===== config.mk =====
export PLATFORM = sky130hd
export DESIGN_NAME = lcd_cmd_decoder_flat
export DESIGN_NICKNAME = d
export VERILOG_FILES = /design/src/rtl/lcd_cmd_decoder_if.sv /design/src/rtl/lcd_cmd_decoder.sv /design/src/flat_wrapper.sv
export SDC_FILE = /design/constraint.sdc
export NUM_CORES = 1
export LEC_CHECK = 0
export ABC_AREA = 1
export BUFFER_PORTS_ARGS = -buffer_cell sky130_fd_sc_hd__buf_2
export CORE_MARGIN = 1
export CORE_UTILIZATION = 40
export CTS_CLUSTER_SIZE = 30
export DETAILED_ROUTE_END_ITERATION = 10
export PLACE_DENSITY = 0.56
export SYNTH_ARGS = -nofsm -noshare
export SYNTH_HDL_FRONTEND = slang
export SYNTH_SLANG_ARGS = --single-unit

===== constraint.sdc =====
create_clock -name clk -period 1.9 [get_ports clk]
set_clock_uncertainty 0.05 [all_clocks]
set_input_delay 0.285 -clock clk [delete_from_list [all_inputs] [get_ports clk]]
set_output_delay 0.285 -clock clk [all_outputs]
set_load 0.03 [all_outputs]

===== src/rtl/lcd_cmd_decoder_if.sv =====
// ============================================================================
// Module      : lcd_cmd_decoder_if
// Description : Byte-stream input and pixel/state outputs of lcd_cmd_decoder.
// Revision    : 1.0 - initial release
// ============================================================================
`default_nettype none

interface lcd_cmd_decoder_if;
    logic        wr_valid;
    logic [7:0]  D;
    logic        dcx;
    logic        pix_valid;
    logic [15:0] pix_x;
    logic [15:0] pix_y;
    logic [15:0] pix_color;
    logic        disp_on;
    logic        sleep_out;
    logic [15:0] win_sc;
    logic [15:0] win_ec;
    logic [15:0] win_sp;
    logic [15:0] win_ep;
    logic        err;

    modport slave (
        input  wr_valid, D, dcx,
        output pix_valid, pix_x, pix_y, pix_color, disp_on, sleep_out,
               win_sc, win_ec, win_sp, win_ep, err
    );

    modport master (
        output wr_valid, D, dcx,
        input  pix_valid, pix_x, pix_y, pix_color, disp_on, sleep_out,
               win_sc, win_ec, win_sp, win_ep, err
    );
endinterface

`default_nettype wire


===== src/rtl/lcd_cmd_decoder.sv =====
// ============================================================================
// Module      : lcd_cmd_decoder
// Description : Decodes the LCD command/data byte stream into window/state
//               registers and addressed RGB565 pixel writes.
//               Optional sticky error flag: define LCD_DEC_ERR_CHECK_EN.
// Revision    : 1.0 - initial release
// ============================================================================
`default_nettype none

module lcd_cmd_decoder #(
    parameter int WIDTH  = 240,
    parameter int HEIGHT = 320
) (
    input  wire logic          clk,
    input  wire logic          nrst,
    lcd_cmd_decoder_if.slave   bus
);

    localparam logic [15:0] c_EC_RST = 16'(WIDTH - 1);
    localparam logic [15:0] c_EP_RST = 16'(HEIGHT - 1);

    localparam logic [7:0] c_CMD_SWRESET = 8'h01;
    localparam logic [7:0] c_CMD_SLPIN   = 8'h10;
    localparam logic [7:0] c_CMD_SLPOUT  = 8'h11;
    localparam logic [7:0] c_CMD_DISPOFF = 8'h28;
    localparam logic [7:0] c_CMD_DISPON  = 8'h29;
    localparam logic [7:0] c_CMD_CASET   = 8'h2A;
    localparam logic [7:0] c_CMD_PASET   = 8'h2B;
    localparam logic [7:0] c_CMD_RAMWR   = 8'h2C;

    typedef enum logic [2:0] {
        S_IDLE   = 3'd0,
        S_CA_P   = 3'd1,
        S_PA_P   = 3'd2,
        S_RAM_LO = 3'd3,
        S_RAM_HI = 3'd4
    } state_t;

    state_t      r_state, w_state_nxt;
    logic [1:0]  r_idx, w_idx_nxt;
    logic [23:0] r_shadow, w_shadow_nxt;
    logic [15:0] r_sc, r_ec, r_sp, r_ep;
    logic [15:0] w_sc_nxt, w_ec_nxt, w_sp_nxt, w_ep_nxt;
    logic [15:0] r_cx, r_cy, w_cx_nxt, w_cy_nxt;
    logic [7:0]  r_lo, w_lo_nxt;
    logic        r_pv, w_pv_nxt;
    logic [15:0] r_px, r_py, r_pc, w_px_nxt, w_py_nxt, w_pc_nxt;
    logic        r_disp, w_disp_nxt;
    logic        r_sleep, w_sleep_nxt;
    logic [15:0] w_start, w_end;
`ifdef LCD_DEC_ERR_CHECK_EN
    logic        r_err, w_err_nxt;
`endif

    // The 4th parameter byte is taken straight from the bus so start and end
    // commit together on that edge.
    assign w_start = r_shadow[23:8];
    assign w_end   = {r_shadow[7:0], bus.D};

    always_ff @(posedge clk or negedge nrst) begin
        if (!nrst) begin
            r_state  <= S_IDLE;
            r_idx    <= 2'd0;
            r_shadow <= 24'd0;
            r_sc     <= 16'd0;
            r_ec     <= c_EC_RST;
            r_sp     <= 16'd0;
            r_ep     <= c_EP_RST;
            r_cx     <= 16'd0;
            r_cy     <= 16'd0;
            r_lo     <= 8'd0;
            r_pv     <= 1'b0;
            r_px     <= 16'd0;
            r_py     <= 16'd0;
            r_pc     <= 16'd0;
            r_disp   <= 1'b0;
            r_sleep  <= 1'b0;
`ifdef LCD_DEC_ERR_CHECK_EN
            r_err    <= 1'b0;
`endif
        end else begin
            r_state  <= w_state_nxt;
            r_idx    <= w_idx_nxt;
            r_shadow <= w_shadow_nxt;
            r_sc     <= w_sc_nxt;
            r_ec     <= w_ec_nxt;
            r_sp     <= w_sp_nxt;
            r_ep     <= w_ep_nxt;
            r_cx     <= w_cx_nxt;
            r_cy     <= w_cy_nxt;
            r_lo     <= w_lo_nxt;
            r_pv     <= w_pv_nxt;
            r_px     <= w_px_nxt;
            r_py     <= w_py_nxt;
            r_pc     <= w_pc_nxt;
            r_disp   <= w_disp_nxt;
            r_sleep  <= w_sleep_nxt;
`ifdef LCD_DEC_ERR_CHECK_EN
            r_err    <= w_err_nxt;
`endif
        end
    end

    always_comb begin
        w_state_nxt  = r_state;
        w_idx_nxt    = r_idx;
        w_shadow_nxt = r_shadow;
        w_sc_nxt     = r_sc;
        w_ec_nxt     = r_ec;
        w_sp_nxt     = r_sp;
        w_ep_nxt     = r_ep;
        w_cx_nxt     = r_cx;
        w_cy_nxt     = r_cy;
        w_lo_nxt     = r_lo;
        w_pv_nxt     = 1'b0;
        w_px_nxt     = r_px;
        w_py_nxt     = r_py;
        w_pc_nxt     = r_pc;
        w_disp_nxt   = r_disp;
        w_sleep_nxt  = r_sleep;
`ifdef LCD_DEC_ERR_CHECK_EN
        w_err_nxt    = r_err;
`endif
        if (bus.wr_valid && !bus.dcx) begin
            w_state_nxt = S_IDLE;
            w_idx_nxt   = 2'd0;
            case (bus.D)
                c_CMD_SWRESET: begin
                    w_shadow_nxt = 24'd0;
                    w_sc_nxt     = 16'd0;
                    w_ec_nxt     = c_EC_RST;
                    w_sp_nxt     = 16'd0;
                    w_ep_nxt     = c_EP_RST;
                    w_cx_nxt     = 16'd0;
                    w_cy_nxt     = 16'd0;
                    w_lo_nxt     = 8'd0;
                    w_px_nxt     = 16'd0;
                    w_py_nxt     = 16'd0;
                    w_pc_nxt     = 16'd0;
                    w_disp_nxt   = 1'b0;
                    w_sleep_nxt  = 1'b0;
`ifdef LCD_DEC_ERR_CHECK_EN
                    w_err_nxt    = 1'b0;
`endif
                end
                c_CMD_DISPOFF: w_disp_nxt  = 1'b0;
                c_CMD_DISPON:  w_disp_nxt  = 1'b1;
                c_CMD_SLPIN:   w_sleep_nxt = 1'b0;
                c_CMD_SLPOUT:  w_sleep_nxt = 1'b1;
                c_CMD_CASET:   w_state_nxt = S_CA_P;
                c_CMD_PASET:   w_state_nxt = S_PA_P;
                c_CMD_RAMWR: begin
                    w_state_nxt = S_RAM_LO;
                    w_cx_nxt    = r_sc;
                    w_cy_nxt    = r_sp;
                end
                default: w_state_nxt = S_IDLE;
            endcase
        end else if (bus.wr_valid) begin
            case (r_state)
                S_CA_P, S_PA_P: begin
                    w_idx_nxt = r_idx + 2'd1;
                    case (r_idx)
                        2'd0: w_shadow_nxt[23:16] = bus.D;
                        2'd1: w_shadow_nxt[15:8]  = bus.D;
                        2'd2: w_shadow_nxt[7:0]   = bus.D;
                        default: begin
                            w_state_nxt = S_IDLE;
                            if (r_state == S_CA_P) begin
                                w_sc_nxt = w_start;
                                w_ec_nxt = w_end;
                            end else begin
                                w_sp_nxt = w_start;
                                w_ep_nxt = w_end;
                            end
`ifdef LCD_DEC_ERR_CHECK_EN
                            if ((w_start > w_end) ||
                                ((r_state == S_CA_P) && (w_end > c_EC_RST)) ||
                                ((r_state == S_PA_P) && (w_end > c_EP_RST)))
                                w_err_nxt = 1'b1;
`endif
                        end
                    endcase
                end
                S_RAM_LO: begin
                    w_lo_nxt    = bus.D;
                    w_state_nxt = S_RAM_HI;
                end
                S_RAM_HI: begin
                    w_pv_nxt    = 1'b1;
                    w_px_nxt    = r_cx;
                    w_py_nxt    = r_cy;
                    w_pc_nxt    = {bus.D, r_lo};
                    w_state_nxt = S_RAM_LO;
                    // Window ends are inclusive; row wraps back to window top.
                    if (r_cx == r_ec) begin
                        w_cx_nxt = r_sc;
                        w_cy_nxt = (r_cy == r_ep) ? r_sp : r_cy + 16'd1;
                    end else begin
                        w_cx_nxt = r_cx + 16'd1;
                    end
`ifdef LCD_DEC_ERR_CHECK_EN
                    if (!r_sleep)
                        w_err_nxt = 1'b1;
`endif
                end
                default: begin
`ifdef LCD_DEC_ERR_CHECK_EN
                    w_err_nxt = 1'b1;
`endif
                    w_state_nxt = S_IDLE;
                end
            endcase
        end
    end

    assign bus.pix_valid = r_pv;
    assign bus.pix_x     = r_px;
    assign bus.pix_y     = r_py;
    assign bus.pix_color = r_pc;
    assign bus.disp_on   = r_disp;
    assign bus.sleep_out = r_sleep;
    assign bus.win_sc    = r_sc;
    assign bus.win_ec    = r_ec;
    assign bus.win_sp    = r_sp;
    assign bus.win_ep    = r_ep;
`ifdef LCD_DEC_ERR_CHECK_EN
    assign bus.err       = r_err;
`else
    assign bus.err       = 1'b0;
`endif

endmodule

`default_nettype wire

===== src/flat_wrapper.sv =====
// flat-port wrapper written by rule: the top's interface ports become plain ports
module lcd_cmd_decoder_flat 
#(
    parameter int WIDTH  = 240,
    parameter int HEIGHT = 320
)
  (clk, nrst, bus_wr_valid, bus_D, bus_dcx, bus_pix_valid, bus_pix_x, bus_pix_y, bus_pix_color, bus_disp_on, bus_sleep_out, bus_win_sc, bus_win_ec, bus_win_sp, bus_win_ep, bus_err);
  lcd_cmd_decoder_if bus_i ();
  input  wire logic clk;
  input  wire logic nrst;
  input wire logic [$bits(bus_i.wr_valid)-1:0] bus_wr_valid;
  input wire logic [$bits(bus_i.D)-1:0] bus_D;
  input wire logic [$bits(bus_i.dcx)-1:0] bus_dcx;
  output wire logic [$bits(bus_i.pix_valid)-1:0] bus_pix_valid;
  output wire logic [$bits(bus_i.pix_x)-1:0] bus_pix_x;
  output wire logic [$bits(bus_i.pix_y)-1:0] bus_pix_y;
  output wire logic [$bits(bus_i.pix_color)-1:0] bus_pix_color;
  output wire logic [$bits(bus_i.disp_on)-1:0] bus_disp_on;
  output wire logic [$bits(bus_i.sleep_out)-1:0] bus_sleep_out;
  output wire logic [$bits(bus_i.win_sc)-1:0] bus_win_sc;
  output wire logic [$bits(bus_i.win_ec)-1:0] bus_win_ec;
  output wire logic [$bits(bus_i.win_sp)-1:0] bus_win_sp;
  output wire logic [$bits(bus_i.win_ep)-1:0] bus_win_ep;
  output wire logic [$bits(bus_i.err)-1:0] bus_err;
  assign bus_i.wr_valid = bus_wr_valid;
  assign bus_i.D = bus_D;
  assign bus_i.dcx = bus_dcx;
  assign bus_pix_valid = bus_i.pix_valid;
  assign bus_pix_x = bus_i.pix_x;
  assign bus_pix_y = bus_i.pix_y;
  assign bus_pix_color = bus_i.pix_color;
  assign bus_disp_on = bus_i.disp_on;
  assign bus_sleep_out = bus_i.sleep_out;
  assign bus_win_sc = bus_i.win_sc;
  assign bus_win_ec = bus_i.win_ec;
  assign bus_win_sp = bus_i.win_sp;
  assign bus_win_ep = bus_i.win_ep;
  assign bus_err = bus_i.err;
  lcd_cmd_decoder #(.WIDTH(WIDTH), .HEIGHT(HEIGHT)) u_core (.clk(clk), .nrst(nrst), .bus(bus_i));
endmodule

# After elaboration in Yosys (flattened, before gate mapping)

Cells that the tools add are included.

Add/sub/neg operators: 3
Equality and inequality tests: 21
Muxes and demuxes: 67
Reductions and logical operators: 31

Operators by type and width:

| operator                                            | count |
|---|---|
| 2-to-1 mux 16 bit                                   | 41 |
| 2-to-1 mux 24 bit                                   | 4 |
| case mux 16 bit (2 select lines)                    | 2 |
| 2-to-1 mux 8 bit                                    | 7 |
| equality test 8 x 6 -> 1 bit, second input constant | 5 |
| adder 16 x 1 -> 16 bit, second input constant       | 2 |
| equality test 16 bit                                | 2 |
| nonzero test 2 bit                                  | 11 |
| equality test 8 x 5 -> 1 bit, second input constant | 2 |
| AND reduction 4 bit                                 | 4 |
| AND reduction 5 bit                                 | 2 |
| 2-to-1 mux 3 bit                                    | 3 |
| case mux 3 bit (3 select lines)                     | 1 |
| AND reduction 3 bit                                 | 3 |
| equality test 8 x 1 -> 1 bit, second input constant | 1 |
| AND reduction 2 bit                                 | 4 |
| equality test 3 x 2 -> 1 bit, second input constant | 2 |
| 2-to-1 mux 2 bit                                    | 3 |
| case mux 2 bit (3 select lines)                     | 1 |
| OR reduction 2 bit                                  | 3 |
| != test 2 x 1 -> 1 bit, second input constant       | 2 |
| case mux 1 bit (2 select lines)                     | 2 |
| equality test 3 x 1 -> 1 bit, second input constant | 1 |
| equality test 3 bit, second input constant          | 1 |
| other kinds (11)                                    | 13 |

Register bits: 184
Input port bits: 12
Output and inout bits: 116
Logic and storage cells: 140

# Logic depth before layout (Yosys ltp)

Depth after elaboration: 6
Depth in mapped cells: 14
Gate-level depth less buffers: 12

# Worst setup path before layout

No wires, ideal clock.

Kind: register to register
Start: register u_core.r_ep[8] (netlist: u_core.bus.win_ep[8])
End: register u_core.r_cy[8]
Library setup time: 0.117 ns
Arrival: 1.644 ns
Data required time: 1.733 ns
Setup slack: 0.089 ns
Cell stages (with the launch flop): 13
Path buffers: 1
Period minus slack after synthesis: 1.811 ns
Cell sequence: dfstp_2 inv_1 nand2_1 nand2_1 nor2_1 nand2_1 nor2_1 nand2_2 buf_6 nand2_1 nand3_1 nand2_1 nand2_1

Longest elaborated chain between the ends: 6

Ends and longest elaborated chain:

| element                | RTL line               | text |
|---|---|---|
| from (decl)            | lcd_cmd_decoder.sv:42  | `logic [15:0] r_sc, r_ec, r_sp, r_ep;` |
| from (signal assigned) | lcd_cmd_decoder.sv:68  | `r_ep <= c_EP_RST;` |
| from (signal assigned) | lcd_cmd_decoder.sv:88  | `r_ep <= w_ep_nxt;` |
| equality test 16 bit   | lcd_cmd_decoder.sv:198 | `w_cy_nxt = (r_cy == r_ep) ? r_sp : r_cy + 16'd1;` |
| 2-to-1 mux 16 bit      | lcd_cmd_decoder.sv:198 |  |
| 2-to-1 mux 16 bit      | lcd_cmd_decoder.sv:196 | `if (r_cx == r_ec) begin` |
| 2-to-1 mux 16 bit      | lcd_cmd_decoder.sv:160 | `case (r_state)` |
| 2-to-1 mux 16 bit      | lcd_cmd_decoder.sv:159 | `end else if (bus.wr_valid) begin` |
| 2-to-1 mux 16 bit      | lcd_cmd_decoder.sv:124 | `if (bus.wr_valid && !bus.dcx) begin` |
| to (signal assigned)   | lcd_cmd_decoder.sv:90  | `r_cy <= w_cy_nxt;` |
| to (decl)              | lcd_cmd_decoder.sv:44  | `logic [15:0] r_cx, r_cy, w_cx_nxt, w_cy_nxt;` |

Every way passes these cells. The select of a mux whose other input is x is not followed.
A chain may end at the register's enable or synchronous reset.

==> flow_metrics.py <==
metrics = {
    "run_status": {
        "status": "completed",
    },
    "critical_path": {
        "end_kind": "flop",
        "cp.arrival_ps": 2060,
        "cp_top_family": "simple AND/OR/NAND/NOR gates",
        "crit_slowest_cell": "dfrtp_1",
        "critPathMaxStageDelay_ps": 420,
        "crit_fanout": 16,
        "crit_buf_inv": 1,
        "required_ps": 2160,
        "crit_chain": "ha_1 > or2_4 > nor2_1 > nor2_2 > a31oi_4 > buf_12 > o21ai_0",
        "start_kind": "flop",
        "crit_type": "reg2reg",
    },
    "synthesis": {
        "syn_inst": 1258,
        "synth_top_area_share_pct": 44.1,
        "async_reset_ff_share_pct": 100,
        "synth.avg_cell_area_um2": 7.66,
        "synth_top_cell_by_area": "dfrtp_1",
        "netlist_area_um2": 9640,
        "ys_seq_elements": 184,
        "ys_warn_count": 0,
        "synthFlopType": "dfrtp_1",
        "synth_area_leaders": "dfrtp_1 (44%), nand2_1 (16%), inv_1 (6.4%)",
        "yosysSeqAreaShare_pct": 48.0,
        "synth-edff-count": 0,
        "synth_cell_types": 45,
        "synth_fp_nets": 1276,
    },
    "die": {
        "start_util_pct": 40.9,
        "io_pins": 128,
        "die_area_um2": 24700,
        "die_w_um": 157,
        "die_h_um": 157,
        "num_rows": 56,
        "core_area_um2": 23500,
    },
    "clock_network": {
        "clk_latency_ps": 440,
        "clk_pin_slew_worst_paths_ps": 70,
        "htreeDepth": 4,
        "cts_tree": "yes",
        "cts_buffers": 17,
        "cts.sinks": 184,
        "cts_max_path_buffers": 2,
        "cts_root_buf": "clkbuf_16",
    },
    "drt": {
        "drt.antenna.violating_nets": 0,
        "wl_per_cell_um": 16.9,
        "drc": 0,
        "vias": 8650,
        "drt_iter0_drc": 753,
        "viasPerCell": 4.91,
        "wl_mm": 29.7,
        "first_pass_iters": 5,
    },
    "global_routing": {
        "grt_max_degree": 65,
        "grt_pass1_vias": 8052,
        "grt_pass1_wl_mm": 45.2,
        "antenna_found_initial": 2,
        "grt_util_all_layers_pct": 24.3,
        "gr-total-overflow": 0,
    },
    "placement": {
        "routabilityCongestion": 0.896,
        "pre_cts_ws_ps": -38.4,
        "portBuffers": 126,
        "dp_hpwl_mm": 20.9,
    },
    "flow_run": {
        "drv_cap": 0,
    },
    "timing": {
        "fin_crit_sh_pct": 95.1,
        "setup_viol": 0,
        "worst_slack_ps": 93.4,
        "slew_headroom_pct": 66.0,
        "fmax_ghz": 0.554,
        "hold_viol_final": 0,
        "min_period_ps": 1810,
        "maxSlewViolCount": 0,
        "worstMarginPinSlew_ps": 507,
    },
    "power_and_ir_drop": {
        "irDropWorstVdd_mv": 0.565,
        "total_power_mw": 17.2,
        "leakagePower_nw": 6.15,
        "power_density_nw_per_um2": 1450,
    },
    "layout": {
        "drive_gt1_share_pct": 20.6,
        "synthToLayoutAreaGrowth_pct": 23.3,
        "layout.nets": 1448,
    },
    "worst_hold_path": {
        "holdCritPathClass": "in2reg",
    },
}
metal layers:
layer  vias to the layer above  global-route usage, %  share of wire (%)
met1                      4034                   35.1                 48
met2                       277                   37.1                 45
met4                         0                   7.77                2.1
li1                       4305                      -                  -
met5                         -                      0                  0
met3                        34                   3.66                5.4
Yosys cell counts (14+ instances only):
master,n
buf_2,18
nand2_1,401
a21oi_1,38
dfrtp_1,170
clkbuf_1,15
dfstp_2,14
o22ai_1,31
o21ai_1,19
nor2_1,106
o21ai_0,105
xor2_1,21
nand3_1,61
inv_1,165
cells in the final DEF (no fill, tap or decap), drive strengths merged, types with 11 or more instances in the layout:
cell | Yosys | final
a21oi | 39 | 39
buf | 35 | 197
clkbuf | 17 | 23
dfrtp | 170 | 170
dfstp | 14 | 14
inv | 172 | 174
nand2 | 408 | 410
nand3 | 63 | 63
nand3b | 11 | 11
nor2 | 113 | 113
nor3 | 11 | 11
o21ai | 124 | 124
o22ai | 31 | 31
xor2 | 21 | 21
cell families after synthesis:
kind of cell	share of synthesized area [%]
DFF	48.0
AOI/OAI and AO/OA	11.9
and+or+nand+nor	27.0
buffers and inverters	10.0
adders and majority gates	0.779
other	0.0389
xor gates and xnor gates	2.36
cell type report:
cell class                 instances  area, um^2
multi-input combinational        851        4130
fill                            2363       11700
timing repair buffer             203        1450
clock inverter                    14         199
clock buffer                      18         429
inverter                         173         649
sequential                       184        4630
tap                              319         399
antenna                            1        2.50
registers in the layout, summed over array words and instances (netlist names), 3 cells and up:
register	count
u_core.bus.pix_y	16
u_core.bus.win_sp	16
u_core.r_cx	16
u_core.bus.win_ec	16
u_core.bus.win_sc	16
u_core.r_shadow	24
u_core.bus.win_ep	16
u_core.r_state	3
u_core.r_cy	16
u_core.bus.pix_x	16
u_core.bus.pix_color	16
u_core.r_lo	8
tightest hold or removal path, delay by kind of cell:
| kind | cells | cell delay [ps] |
|---|---|---|
| AND/OR/NAND/NOR | 2 | 140 |
| buffers and inverters | 1 | 130 |
worst paths after layout:
path                                                 start                               end  slack [ps]  cells past startpoint
min in group asynchronous                             nrst  u_core.bus.pix_x[10]$_DFFE_PN0P_         320                      2
max                            u_core.r_idx[1]$_DFFE_PN0P_        u_core.r_lo[3]$_DFFE_PN0P_          90                      7
max reg2reg                    u_core.r_idx[1]$_DFFE_PN0P_        u_core.r_lo[3]$_DFFE_PN0P_          90                      7
min                                           bus_wr_valid     u_core.r_state[2]$_DFFE_PN0P_         100                      3
max in group asynchronous                             nrst  u_core.bus.win_ep[4]$_DFFE_PN1P_         820                      3
min reg2reg                u_core.r_shadow[15]$_DFFE_PN0P_   u_core.r_shadow[15]$_DFFE_PN0P_         440                      2
per-stage QoR:
step / std cells / setup TNS [ps] / area [um^2] / utilization (%) / hold slack (ps)
floorplan: 1258 / 0 / 9640 / - / -60.6
global placement: 1711 / 0 / 10900 / 46.4 / 237
detailed placement: 1711 / -135 / 10900 / 46.4 / 238
CTS: 1744 / 0 / 11600 / 49.1 / 90.6
global route: 1762 / -51.4 / 11900 / 50.5 / 98.8
finish: 1763 / 0 / 11900 / 50.5 / 104
repair_timing:
item | 4_1_cts | 5_1_grt
setup endpoints to repair | 0 | 65
buffers inserted | 0 | 10
gates resized for setup | 0 | 28
hold buffers | 1 | 0
hold endpoints to repair | 45 | 0
report_power, final:
part	internal, mW	leakage, nW	total (mW)	switching (mW)
Combinational	2.34	3.46	6.69	4.36
Sequential	5.30	2.38	6.67	1.37
Clock	2.22	0.305	3.83	1.61
Total	9.85	6.15	17.2	7.34
(Power assumes the default switching activity.)
